File: src/rtl/mem_writer_pkg.sv
// Shared constants for the CPU write-side sequencer: widths, stack page,
// request mode codes and FSM state encodings.
package mem_writer_pkg;

  localparam int          MW_REG_WIDTH  = 8;
  localparam int          MW_ADDR_WIDTH = 16;
  localparam logic [15:0] MW_STACK_BASE = 16'h0100;

  localparam logic [1:0] WR_MODE_STORE = 2'd0;
  localparam logic [1:0] WR_MODE_RMW   = 2'd1;
  localparam logic [1:0] WR_MODE_PUSH1 = 2'd2;
  localparam logic [1:0] WR_MODE_PUSH3 = 2'd3;

  typedef enum logic [2:0] {
    ST_IDLE      = 3'd0,
    ST_WR_STORE  = 3'd1,
    ST_RMW_DUMMY = 3'd2,
    ST_RMW_FINAL = 3'd3,
    ST_PUSH_HI   = 3'd4,
    ST_PUSH_LO   = 3'd5,
    ST_PUSH_P    = 3'd6
  } wr_state_e;

endpackage

File: src/rtl/mem_writer.sv
// CPU bus write sequencer: plain store, RMW double write, 1-byte push and
// 3-byte interrupt push, with stack-pointer update on pushes.
//
// state        | meaning
// ST_IDLE      | waiting for start, outputs hold last bus values
// ST_WR_STORE  | single store write cycle (done)
// ST_RMW_DUMMY | RMW first write of the original operand
// ST_RMW_FINAL | RMW second write of the result (done)
// ST_PUSH_HI   | interrupt push of PC high byte at SP
// ST_PUSH_LO   | interrupt push of PC low byte at SP-1
// ST_PUSH_P    | final push byte: PUSH1 data at SP or status at SP-2 (done, sp_we)
module mem_writer
  import mem_writer_pkg::*;
#(
  parameter int                     REG_WIDTH  = MW_REG_WIDTH,
  parameter int                     ADDR_WIDTH = MW_ADDR_WIDTH,
  parameter logic [ADDR_WIDTH-1:0]  STACK_BASE = ADDR_WIDTH'(MW_STACK_BASE)
) (
  input  logic                  clk,
  input  logic                  reset_n,
  input  logic                  start,
  input  logic [1:0]            mode,
  input  logic [ADDR_WIDTH-1:0] addr_in,
  input  logic [REG_WIDTH-1:0]  data_in,
  input  logic [REG_WIDTH-1:0]  old_data,
  input  logic [ADDR_WIDTH-1:0] pc,
  input  logic [REG_WIDTH-1:0]  status,
  input  logic [REG_WIDTH-1:0]  sp_in,
  output logic                  busy,
  output logic                  done,
  output logic [ADDR_WIDTH-1:0] mem_addr,
  output logic [REG_WIDTH-1:0]  mem_data,
  output logic                  mem_we,
  output logic [REG_WIDTH-1:0]  sp_out,
  output logic                  sp_we
);

  wr_state_e             state;
  logic [REG_WIDTH-1:0]  data_q;
  logic [REG_WIDTH-1:0]  pc_lo_q;
  logic [REG_WIDTH-1:0]  status_q;
  logic [REG_WIDTH-1:0]  sp_q;

  // Stack writes never leave the stack page: SP wraps modulo 2^REG_WIDTH.
  function automatic logic [ADDR_WIDTH-1:0] stack_addr(input logic [REG_WIDTH-1:0] s);
    return STACK_BASE | ADDR_WIDTH'(s);
  endfunction

  always_ff @(posedge clk or negedge reset_n) begin
    if (!reset_n) begin
      state    <= ST_IDLE;
      busy     <= 1'b0;
      done     <= 1'b0;
      mem_we   <= 1'b0;
      sp_we    <= 1'b0;
      mem_addr <= '0;
      mem_data <= '0;
      sp_out   <= '0;
      data_q   <= '0;
      pc_lo_q  <= '0;
      status_q <= '0;
      sp_q     <= '0;
    end else begin
      mem_we <= 1'b0;
      done   <= 1'b0;
      sp_we  <= 1'b0;
      case (state)
        ST_IDLE: begin
          if (start) begin
            busy     <= 1'b1;
            mem_we   <= 1'b1;
            data_q   <= data_in;
            pc_lo_q  <= pc[REG_WIDTH-1:0];
            status_q <= status;
            sp_q     <= sp_in;
            case (mode)
              WR_MODE_STORE: begin
                state    <= ST_WR_STORE;
                mem_addr <= addr_in;
                mem_data <= data_in;
                done     <= 1'b1;
              end
              WR_MODE_RMW: begin
                state    <= ST_RMW_DUMMY;
                mem_addr <= addr_in;
                mem_data <= old_data;
              end
              WR_MODE_PUSH1: begin
                state    <= ST_PUSH_P;
                mem_addr <= stack_addr(sp_in);
                mem_data <= data_in;
                done     <= 1'b1;
                sp_we    <= 1'b1;
                sp_out   <= sp_in - REG_WIDTH'(1);
              end
              WR_MODE_PUSH3: begin
                state    <= ST_PUSH_HI;
                mem_addr <= stack_addr(sp_in);
                mem_data <= pc[2*REG_WIDTH-1:REG_WIDTH];
              end
            endcase
          end
        end
        // mem_addr already holds the effective address from the dummy write
        ST_RMW_DUMMY: begin
          state    <= ST_RMW_FINAL;
          mem_data <= data_q;
          mem_we   <= 1'b1;
          done     <= 1'b1;
        end
        ST_PUSH_HI: begin
          state    <= ST_PUSH_LO;
          mem_addr <= stack_addr(sp_q - REG_WIDTH'(1));
          mem_data <= pc_lo_q;
          mem_we   <= 1'b1;
        end
        ST_PUSH_LO: begin
          state    <= ST_PUSH_P;
          mem_addr <= stack_addr(sp_q - REG_WIDTH'(2));
          mem_data <= status_q;
          mem_we   <= 1'b1;
          done     <= 1'b1;
          sp_we    <= 1'b1;
          sp_out   <= sp_q - REG_WIDTH'(3);
        end
        ST_WR_STORE, ST_RMW_FINAL, ST_PUSH_P: begin
          state <= ST_IDLE;
          busy  <= 1'b0;
        end
        default: begin
          state <= ST_IDLE;
          busy  <= 1'b0;
        end
      endcase
    end
  end

endmodule

File: config.mk
export PLATFORM = sky130hd
export DESIGN_NAME = mem_writer
export DESIGN_NICKNAME = d
export VERILOG_FILES = /design/src/rtl/mem_writer_pkg.sv /design/src/rtl/mem_writer.sv
export SDC_FILE = /design/constraint.sdc
export NUM_CORES = 1
export LEC_CHECK = 0
export BUFFER_PORTS_ARGS = -buffer_cell sky130_fd_sc_hd__buf_2
export CAP_MARGIN = 30
export CORE_ASPECT_RATIO = 1.4
export CORE_UTILIZATION = 57
export DETAILED_ROUTE_END_ITERATION = 6
export HOLD_SLACK_MARGIN = 0.08
export PLACE_DENSITY = 0.95
export SYNTH_ARGS = -nofsm -noshare
export SYNTH_HDL_FRONTEND = slang
export SYNTH_SLANG_ARGS = --single-unit
File: constraint.sdc
create_clock -name clk -period 3.45 [get_ports clk]
set_input_delay 0.69 -clock clk [delete_from_list [all_inputs] [get_ports clk]]
set_output_delay 0.69 -clock clk [all_outputs]
set_load 0.02 [all_outputs]
# Word level (Yosys, flattened, before mapping)
# Cells that the tools add are included.
# Widths: inputs -> output; s select.
[op_classes] n_addsub=4 n_eq_ne=8 n_mux=22 bitwise_logic=1 n_reduce_logical=15
[ops] operator="$pmux 16 s3" n=1
[ops] operator="$pmux 16 s2" n=1
[ops] operator="$pmux 8 s4" n=1
[ops] operator="$mux 8" n=3
[ops] operator="$pmux 3 s4" n=2
[ops] operator="$pmux 8 s3" n=1
[ops] operator="$mux 16" n=1
[ops] operator="$pmux 8 s2" n=1
[ops] operator="$sub 8x1->8 const B" n=2
[ops] operator="$sub 8x2->8 const B" n=2
[ops] operator="$pmux 1 s2" n=4
[ops] operator="$reduce_and 2->1" n=4
[ops] operator="$reduce_or 2->1" n=4
[ops] operator="$eq 3x3->1 const B" n=2
[ops] operator="$mux 1" n=6
[ops] operator="$eq 2x2->1 const B" n=2
[ops] operator="$reduce_bool 4->1" n=1
[ops] operator="$eq 3x2->1 const B" n=1
[ops] operator="$logic_not 3->1" n=1
[ops] operator="$mux 3" n=1
[ops] operator="$reduce_and 3->1" n=1
[ops] operator="$reduce_bool 3->1" n=1
[ops] operator="$reduce_or 3->1" n=1
[ops] operator="$eq 2x1->1 const B" n=1
[ops] operator="other kinds (5)" n=5
[totals] ff_bits=71 inputBits=69 out_inout_bits=36 word_cells=62

# Logic depth before layout (Yosys ltp)
# Gate-level depths: netlist of run 1.
[logic_depth] word_depth=5 ltp_mapped=7

# Worst setup path before layout of run 1
# OpenSTA, ideal clock, no wires.
[synth_path] path_type="input-to-reg" start="in mode[0]" end="reg mem_addr[4]" arrival_ns=2.048 required_time_ns=3.312 path_slack_ns=1.264 stages=6 path_cell_list="inv_1 > ha_1 > nor2_2 > mux2_2 > a222oi_1 > o21ai_0"
[synth_between] elab_chain_cells=5
[synth_lines] item="from (decl)" line_no="mem_writer.sv:22" source="input logic [1:0] mode,"
[synth_lines] item="$eq 2x2->1 (tied with other cells)" line_no="mem_writer.sv:76" source="case (mode)"
[synth_lines] item="$reduce_or 2->1 (no source line)"
[synth_lines] item="$pmux 16 s2 *" line_no="mem_writer.sv:76"
[synth_lines] item="$mux 16 *" line_no="mem_writer.sv:69" source="if (start) begin"
[synth_lines] item="$pmux 16 s3 *" line_no="mem_writer.sv:67" source="case (state)"
[synth_lines] item="to (signal assigned)" line_no="mem_writer.sv:79" source="mem_addr <= addr_in;"
[synth_lines] item="to (signal assigned)" line_no="mem_writer.sv:85" source="mem_addr <= addr_in;"
[synth_lines] item="to (signal assigned)" line_no="mem_writer.sv:90" source="mem_addr <= stack_addr(sp_in);"
[synth_lines] item="to (decl)" line_no="mem_writer.sv:31" source="output logic [ADDR_WIDTH-1:0] mem_addr,"
# Every way passes the cells marked *; elsewhere a longest branch is shown, timed or not. The select of a mux whose other input is x is not followed.
# A chain may end at the register's enable or synchronous reset.

# Worst setup path in the final report of run 1
[layout_path] start="reg state[0]" end="reg data_q[3]"
[layout_between] elab_chain_cells=2
[layout_lines] item="from (decl)" line_no="mem_writer.sv:38" source="wr_state_e state;"
[layout_lines] item="from (signal assigned)" line_no="mem_writer.sv:51" source="state <= ST_IDLE;"
[layout_lines] item="from (signal assigned)" line_no="mem_writer.sv:78" source="state <= ST_WR_STORE;"
[layout_lines] item="from (signal assigned)" line_no="mem_writer.sv:84" source="state <= ST_RMW_DUMMY;"
[layout_lines] item="$logic_not 3->1" line_no="mem_writer.sv:67"
[layout_lines] item="$reduce_and 2->1 (no source line)"
[layout_lines] item="to (signal assigned)" line_no="mem_writer.sv:72" source="data_q <= data_in;"
[layout_lines] item="to (decl)" line_no="mem_writer.sv:39" source="logic [REG_WIDTH-1:0] data_q;"
# No other way between the ends.

==> out/metrics.csv, run 1 <==
stage,metric,value,unit
status,status,"complete, no violations",
clocking,CTS max path bufs,2,
global_routing,first-pass GRT wire length,16400,um
clocking,hold buffer count at CTS,0,
cells_and_area,# fillers,503,
timing,final max-slew violation count,0,
clocking,CTS tree,done,
floorplanning,initial core utilization,58.6,%
power,share of total power in sequential cells,36.9,%
timing,Final Cycle Share,66.4,%
synthesis,most common flop cell mapped by yosys,dfrtp_1,
clocking,Clock Pin Slew Worst Setup and Hold Paths,0.08,ns
global_routing,gr usage total,29.9,%
worst_setup_path,Critical Path AT,2.58,ns
clocking,Root Driver,clkbuf_8,
drt,1st-iter DRT viols,383,
synthesis,Synth Area per Inst,9.12,um2
worst_setup_path,"Max FO, Critical Path",23,
worst_setup_path,Critical Path RT,3.74,ns
clocking,clock latency on the worst-skew pair,0.36,ns
global_routing,initial antenna violation count,0,
cells_and_area,"most common cell after layout, fill and taps aside",nand2_1,
power,cell-internal power,2.42,mW
clocking,cts repair resizes,0,
cells_and_area,area grow syn2layout,19.5,%
cells_and_area,most frequent cells in the layout,"nand2_1 (113), buf_2 (104), dfrtp_1 (71)",
global_routing,vias in the first global route,3568,
cells_and_area,Antenna Diode Count,0,
placement,dpl cells,579,
timing,final hold vios,0,
drt,WL final,9940,um
worst_setup_path,CP startpoint kind,register,
job,max_cap viols,0,
timing,Fin Setup TNS,0,ns
timing,final setup fails,0,
power,Combinational Power Share,47.6,%
power,Lkg Pwr,2.35,nW
timing,Clock Skew,0.00934,ns
synthesis,post-synthesis sequential area ratio,46.2,%
synthesis,ys async rst share,100,%
power,VDD IR max,457,uV
floorplanning,I/O Pins,105,
timing,final worst path period need,2.29,ns
floorplanning,chip width,71.4,um
synthesis,Post-synth EDFFs,0,
timing,Max Fclk,437,MHz
clocking,setup bufs post-CTS,0,
drt,Residual DRC,0,
synthesis,Cell variety after synth,53,
synthesis,number of synthesis warnings,0,
cells_and_area,Finished Layout Cells,596,
power,Pwr Density,929,mW/mm2
drt,WL per Instance,16.7,um
cells_and_area,layout cells sized above 1,27.4,%
floorplanning,Core Footprint,0.00657,mm2
timing,Slew HR,41.3,%
clocking,CTS sink count,71,
placement,RD Place Congestion,0.950,
floorplanning,die area,0.00709,mm2
drt,ANT nets after route,0,
placement,DP HPWL,7100,um
power,Clock power frac,15.5,%
drt,Detailed Routing Iterations Pass 1,5,
global_routing,largest net degree at the start of global routing,37,
placement,Port Buf Inserts,104,
timing,RSZ-0062 raised after global routing,no,
power,P_sw,1.85,mW
synthesis,area of the mapped netlist,0.00385,mm2
synthesis,Post-Syn Nets,501,
worst_setup_path,crit end category,register,
cells_and_area,fin nets,596,
worst_setup_path,worst r2r path cells,6,
drt,DR vias/cell,5.91,
hold_path,HP Class,in2async,
synthesis,post-synthesis register bit count,71,
worst_setup_path,CP Class,reg2reg,
clocking,CTS Buf Count,9,
timing,Worst Tran Pin Value,0.877,ns
power,Sw Share,43.4,%
clocking,H-tree Lvls,3,
global_routing,GRT overflow,0,
floorplanning,Die Height,99.2,um
synthesis,Post-Syn Instances,422,
drt,routed vias,3523,
floorplanning,row count,35,
-- power by group through the flow --
stage / logic [mW] / clock network, mW / registers (mW)
2_1_floorplan: 1.29 / 0 / 1.69
3_3_place_gp: 1.86 / 0 / 1.59
3_5_place_dp: 1.94 / 0 / 1.61
4_1_cts: 1.96 / 0.664 / 1.60
5_1_grt: 2.24 / 0.691 / 1.62
6_report: 2.03 / 0.661 / 1.57
-- area by class of cell --
type | count | area, um2 | area share, %
multi-input cells | 308 | 1880 | 40.9
clock inverters | 4 | 45.0 | 0.980
clock buffers | 12 | 145 | 3.16
flip-flops and latches | 71 | 1780 | 38.6
inverters | 15 | 56.3 | 1.22
well taps | 74 | 92.6 | 2.01
repair buffers | 112 | 601 | 13.1
-- metal layers --
metal  GRT usage, %  share of wire (%)  vias to the layer above
li1               -                  -                     1642
met1           35.6                 38                     1648
met2           50.6                 51                      193
met3           5.07                6.6                       40
met4           17.5                3.8                        0
met5              0                  0                        -
-- through the flow --
stage          util, %  setup slack, ns  power, mW  hold slack [ns]  instance area (um2)
6_report          70.0             1.16       4.27            0.189                 4600
2_1_floorplan        -             1.26       2.98            0.394                 3850
3_3_place_gp      66.7            0.963       3.44            0.455                 4380
3_5_place_dp      66.7            0.926       3.55            0.461                 4380
4_1_cts           69.6             1.01       4.22            0.195                 4570
5_1_grt           70.0             1.05       4.55            0.207                 4600
-- path summary, 6_finish.rpt --
kind | startpoint | endpoint | slack [ns]
min in group clk | pc_lo_q[2]$_DFFE_PN0P_ | pc_lo_q[2]$_DFFE_PN0P_ | 0.48
worst min register to register | pc_lo_q[2]$_DFFE_PN0P_ | pc_lo_q[2]$_DFFE_PN0P_ | 0.48
max in group asynchronous | reset_n | mem_data[2]$_DFFE_PN0P_ | 2.52
worst max register to register | state[0]$_DFFE_PN0N_ | data_q[3]$_DFFE_PN0P_ | 1.16
worst min-delay path | reset_n | sp_out[0]$_DFFE_PN0P_ | 0.19
worst max-delay path | state[0]$_DFFE_PN0N_ | data_q[3]$_DFFE_PN0P_ | 1.16
-- cell families (layout without fill, tap and decap cells) --
group / Yosys count / count (layout) / share of synthesized area (%)
mux: 18 / 18 / 4.75
buf+inv: 43 / 143 / 4.94
fa+ha+maj: 10 / 10 / 3.25
simple gates: 174 / 174 / 21.0
flops: 71 / 71 / 46.2
xor+xnor: 11 / 11 / 2.50
compound gates: 95 / 95 / 17.4
-- state kept, by name, indices dropped and copies added, names as in the netlist --
register  count
status_q      8
busy          1
state         3
sp_we         1
data_q        8
pc_lo_q       8
sp_out        8
done          1
mem_addr     16
sp_q          8
mem_we        1
mem_data      8
-- cell usage after synthesis (6+ instances only) --
cell / count / area [um2]
nand2_1: 113 / 424
dfrtp_1: 71 / 1780
o21ai_0: 25 / 125
mux2i_1: 16 / 160
inv_1: 15 / 56.3
clkbuf_1: 14 / 52.6
a21oi_1: 12 / 60.1
nor2_1: 12 / 45.0
nand2b_1: 11 / 68.8
ha_1: 10 / 125
buf_2: 9 / 45.0
nor3_1: 8 / 40.0
xor2_1: 8 / 70.1
a22o_1: 7 / 61.3
a21o_1: 6 / 45.0
a22oi_1: 6 / 45.0
o31ai_1: 6 / 45.0
-- worst max-delay path, stage by stage, from the launching register on --
cell,delay [ns]
dfrtp_1,0.50
buf_16,0.22
nor4b_4,0.79
buf_4,0.34
buf_4,0.23
nand2_1,0.07
nand2_1,0.07
(Power assumes the default switching activity.)
==> inputs of run 2 (changes only) <==
- CORE_UTILIZATION: 57 -> 48
- PLACE_DENSITY: 0.95 -> 0.86
- clock period: 3.45 -> 1.9 ns (I/O delays scaled with it)
==> out/metrics.csv, run 2 (synthesis results as in run 1) <==
stage,metric,value,unit,change
status,status,"complete, no violations",,
drt,ANT nets after route,0,,unchanged
worst_setup_path,CP max-delay cell,dfrtp_1,,
global_routing,GRT overflow,0,,unchanged
drt,DR vias/cell,5.53,,-6.4%
cells_and_area,most frequent cells in the layout,"nand2_1 (113), buf_2 (104), dfrtp_1 (71)",,
timing,Clock Skew,0.0106,ns,+0.00123 ns
worst_setup_path,"delay-heaviest family, CP",compound AO/OA/AOI/OAI gates,,
cells_and_area,Antenna Diode Count,0,,unchanged
cells_and_area,final instance area,0.00478,mm2,+3.9%
power,Lkg Pwr,2.44,nW,+3.6%
worst_setup_path,Critical Path RT,2.12,ns,-1.62 ns
worst_setup_path,worst path bufs/invs,1,,-2
floorplanning,I/O Pins,105,,unchanged
drt,Detailed Routing Iterations Pass 1,5,,unchanged
clocking,Root Driver,clkbuf_8,,
timing,RSZ-0062 raised after global routing,no,,
worst_setup_path,crit end category,register,,
floorplanning,chip width,77.7,um,+8.7%
placement,RD Place Congestion,0.921,,-3.0%
floorplanning,row count,38,,+8.6%
worst_setup_path,Max stage delay on crit path,0.46,ns,-0.33 ns
timing,final hold vios,0,,unchanged
global_routing,gr usage total,25.8,%,-4.2 points
clocking,clock latency on the worst-skew pair,0.35,ns,about the same
cells_and_area,fin nets,610,,+2.3%
timing,Final Cycle Share,91.4,%,+25 points
floorplanning,Core Footprint,0.00775,mm2,+18%
hold_path,HP Class,in2reg,,
timing,Fin Setup TNS,0,ns,unchanged
worst_setup_path,"Max FO, Critical Path",6,,-74%
job,max_cap viols,0,,unchanged
cells_and_area,Largest Register,mem_addr,,
power,Pwr Density,1690,mW/mm2,+82%
drt,WL per Instance,15.8,um,-5.3%
placement,Post-Place Cell Area,0.00454,mm2,+3.7%
worst_setup_path,CP startpoint kind,register,,
floorplanning,die area,0.00838,mm2,+18%
cells_and_area,area grow syn2layout,24.2,%,
timing,Max Fclk,576,MHz,+32%
clocking,cts repair resizes,0,,unchanged
clocking,CTS tree,done,,
placement,Port Buf Inserts,104,,unchanged
worst_setup_path,CP Cell Sequence,inv_1 -> ha_1 -> a21oi_1 -> a21oi_1 -> nor3b_1 -> o31ai_1,,
clocking,Clock Pin Slew Worst Setup and Hold Paths,0.07,ns,about the same
worst_setup_path,crit-path most repeated cell,a21oi_1,,
timing,Worst Tran Pin Value,0.535,ns,-0.341 ns
drt,Residual DRC,0,,unchanged
clocking,H-tree Lvls,3,,unchanged
power,Tot Pwr,8.10,mW,+90%
drt,WL final,10000,um,+0.95%
placement,DP HPWL,7390,um,+4.1%
clocking,setup bufs post-CTS,0,,unchanged
cells_and_area,"most common cell after layout, fill and taps aside",nand2_1,,
drt,routed vias,3514,,-0.26%
clocking,CTS sink count,71,,unchanged
global_routing,vias in the first global route,3568,,unchanged
cells_and_area,max reg flops,16,,unchanged
cells_and_area,layout cells sized above 1,29.0,%,+1.6 points
timing,final worst path period need,1.74,ns,-0.552 ns
timing,Slew HR,64.3,%,+23 points
global_routing,initial antenna violation count,0,,unchanged
floorplanning,Die Height,108,um,+8.8%
floorplanning,initial core utilization,49.6,%,-8.9 points
drt,1st-iter DRT viols,251,,-34%
clocking,CTS max path bufs,2,,unchanged
timing,final setup fails,0,,unchanged
timing,final max-slew violation count,0,,unchanged
global_routing,largest net degree at the start of global routing,72,,+95%
global_routing,first-pass GRT wire length,16700,um,+1.6%
clocking,CTS Buf Count,9,,unchanged
power,VDD IR max,991,uV,+120%
worst_setup_path,CP Class,reg2reg,,
worst_setup_path,Critical Path AT,1.95,ns,-0.63 ns
## run 2: cell types whose count changed in the layout (fill, tap and decap cells not counted), sizes merged
cell / previous run / this run
clkinv: 3 / 1
buf: 112 / 125
clkbuf: 12 / 11
dlygate4sd3: 0 / 1
bufinv: 1 / 3
## run 2: final timing paths
| path | from | endpoint | slack [ns] | cells past startpoint |
|---|---|---|---|---|
| setup / recovery | sp_q[2]$_DFFE_PN0P_ | sp_out[7]$_DFFE_PN0P_ | 0.16 | 6 |
| hold / removal | status[7] | status_q[7]$_DFFE_PN0P_ | 0.22 | 3 |
| setup reg to reg | sp_q[2]$_DFFE_PN0P_ | sp_out[7]$_DFFE_PN0P_ | 0.16 | 6 |
| hold reg to reg | sp_out[3]$_DFFE_PN0P_ | sp_out[3]$_DFFE_PN0P_ | 0.47 | 2 |
| max in group asynchronous | reset_n | pc_lo_q[3]$_DFFE_PN0P_ | 1.00 | 3 |
| min in group asynchronous | reset_n | mem_data[5]$_DFFE_PN0P_ | 0.58 | 3 |
## run 2: repair_timing
item | in CTS | in global routing
hold buffers | 1 | 0
endpoints found under the hold margin | 71 | 0
endpoints found under the setup margin | 0 | 0
## run 2: final cells by class
type | count | area (um2)
Clock buffer | 11 | 131
Clock inverter | 4 | 95.1
Fill cell | 668 | 2970
Inverter | 15 | 56.3
Multi-Input combinational cell | 308 | 1880
Sequential cell | 71 | 1780
Tap cell | 100 | 125
Timing Repair Buffer | 126 | 713
## run 2: power by group
group	switching (mW)	internal, mW
Clock	0.551	0.864
Sequential	0.506	2.25
Combinational	2.30	1.63
Total	3.36	4.74
## run 2: worst register-to-register path: stages (launching register included)
cell and delay (ns):
dfrtp_1 0.46, inv_1 0.11, ha_1 0.22, a21oi_1 0.28, a21oi_1 0.12, nor3b_1 0.29, o31ai_1 0.12
## run 2: per-stage QoR
stage                     std cells  utilization [%]  setup slack (ns)  hold WS, ns
after CTS                       635             61.7             0.176        0.204
final                           635             61.7             0.163        0.216
after floorplan                 422                -            0.0242       0.0844
after global routing            635             61.7            0.0318        0.227
after detailed placement        619             58.6            0.0579        0.431
after global placement          619             58.6            0.0970        0.429
## run 2: routing by layer
layer	global-route usage (%)	part of all wire (%)
met4	14.4	3.4
met5	0	0
met3	5.23	6.7
met1	29.1	39
met2	45.3	51
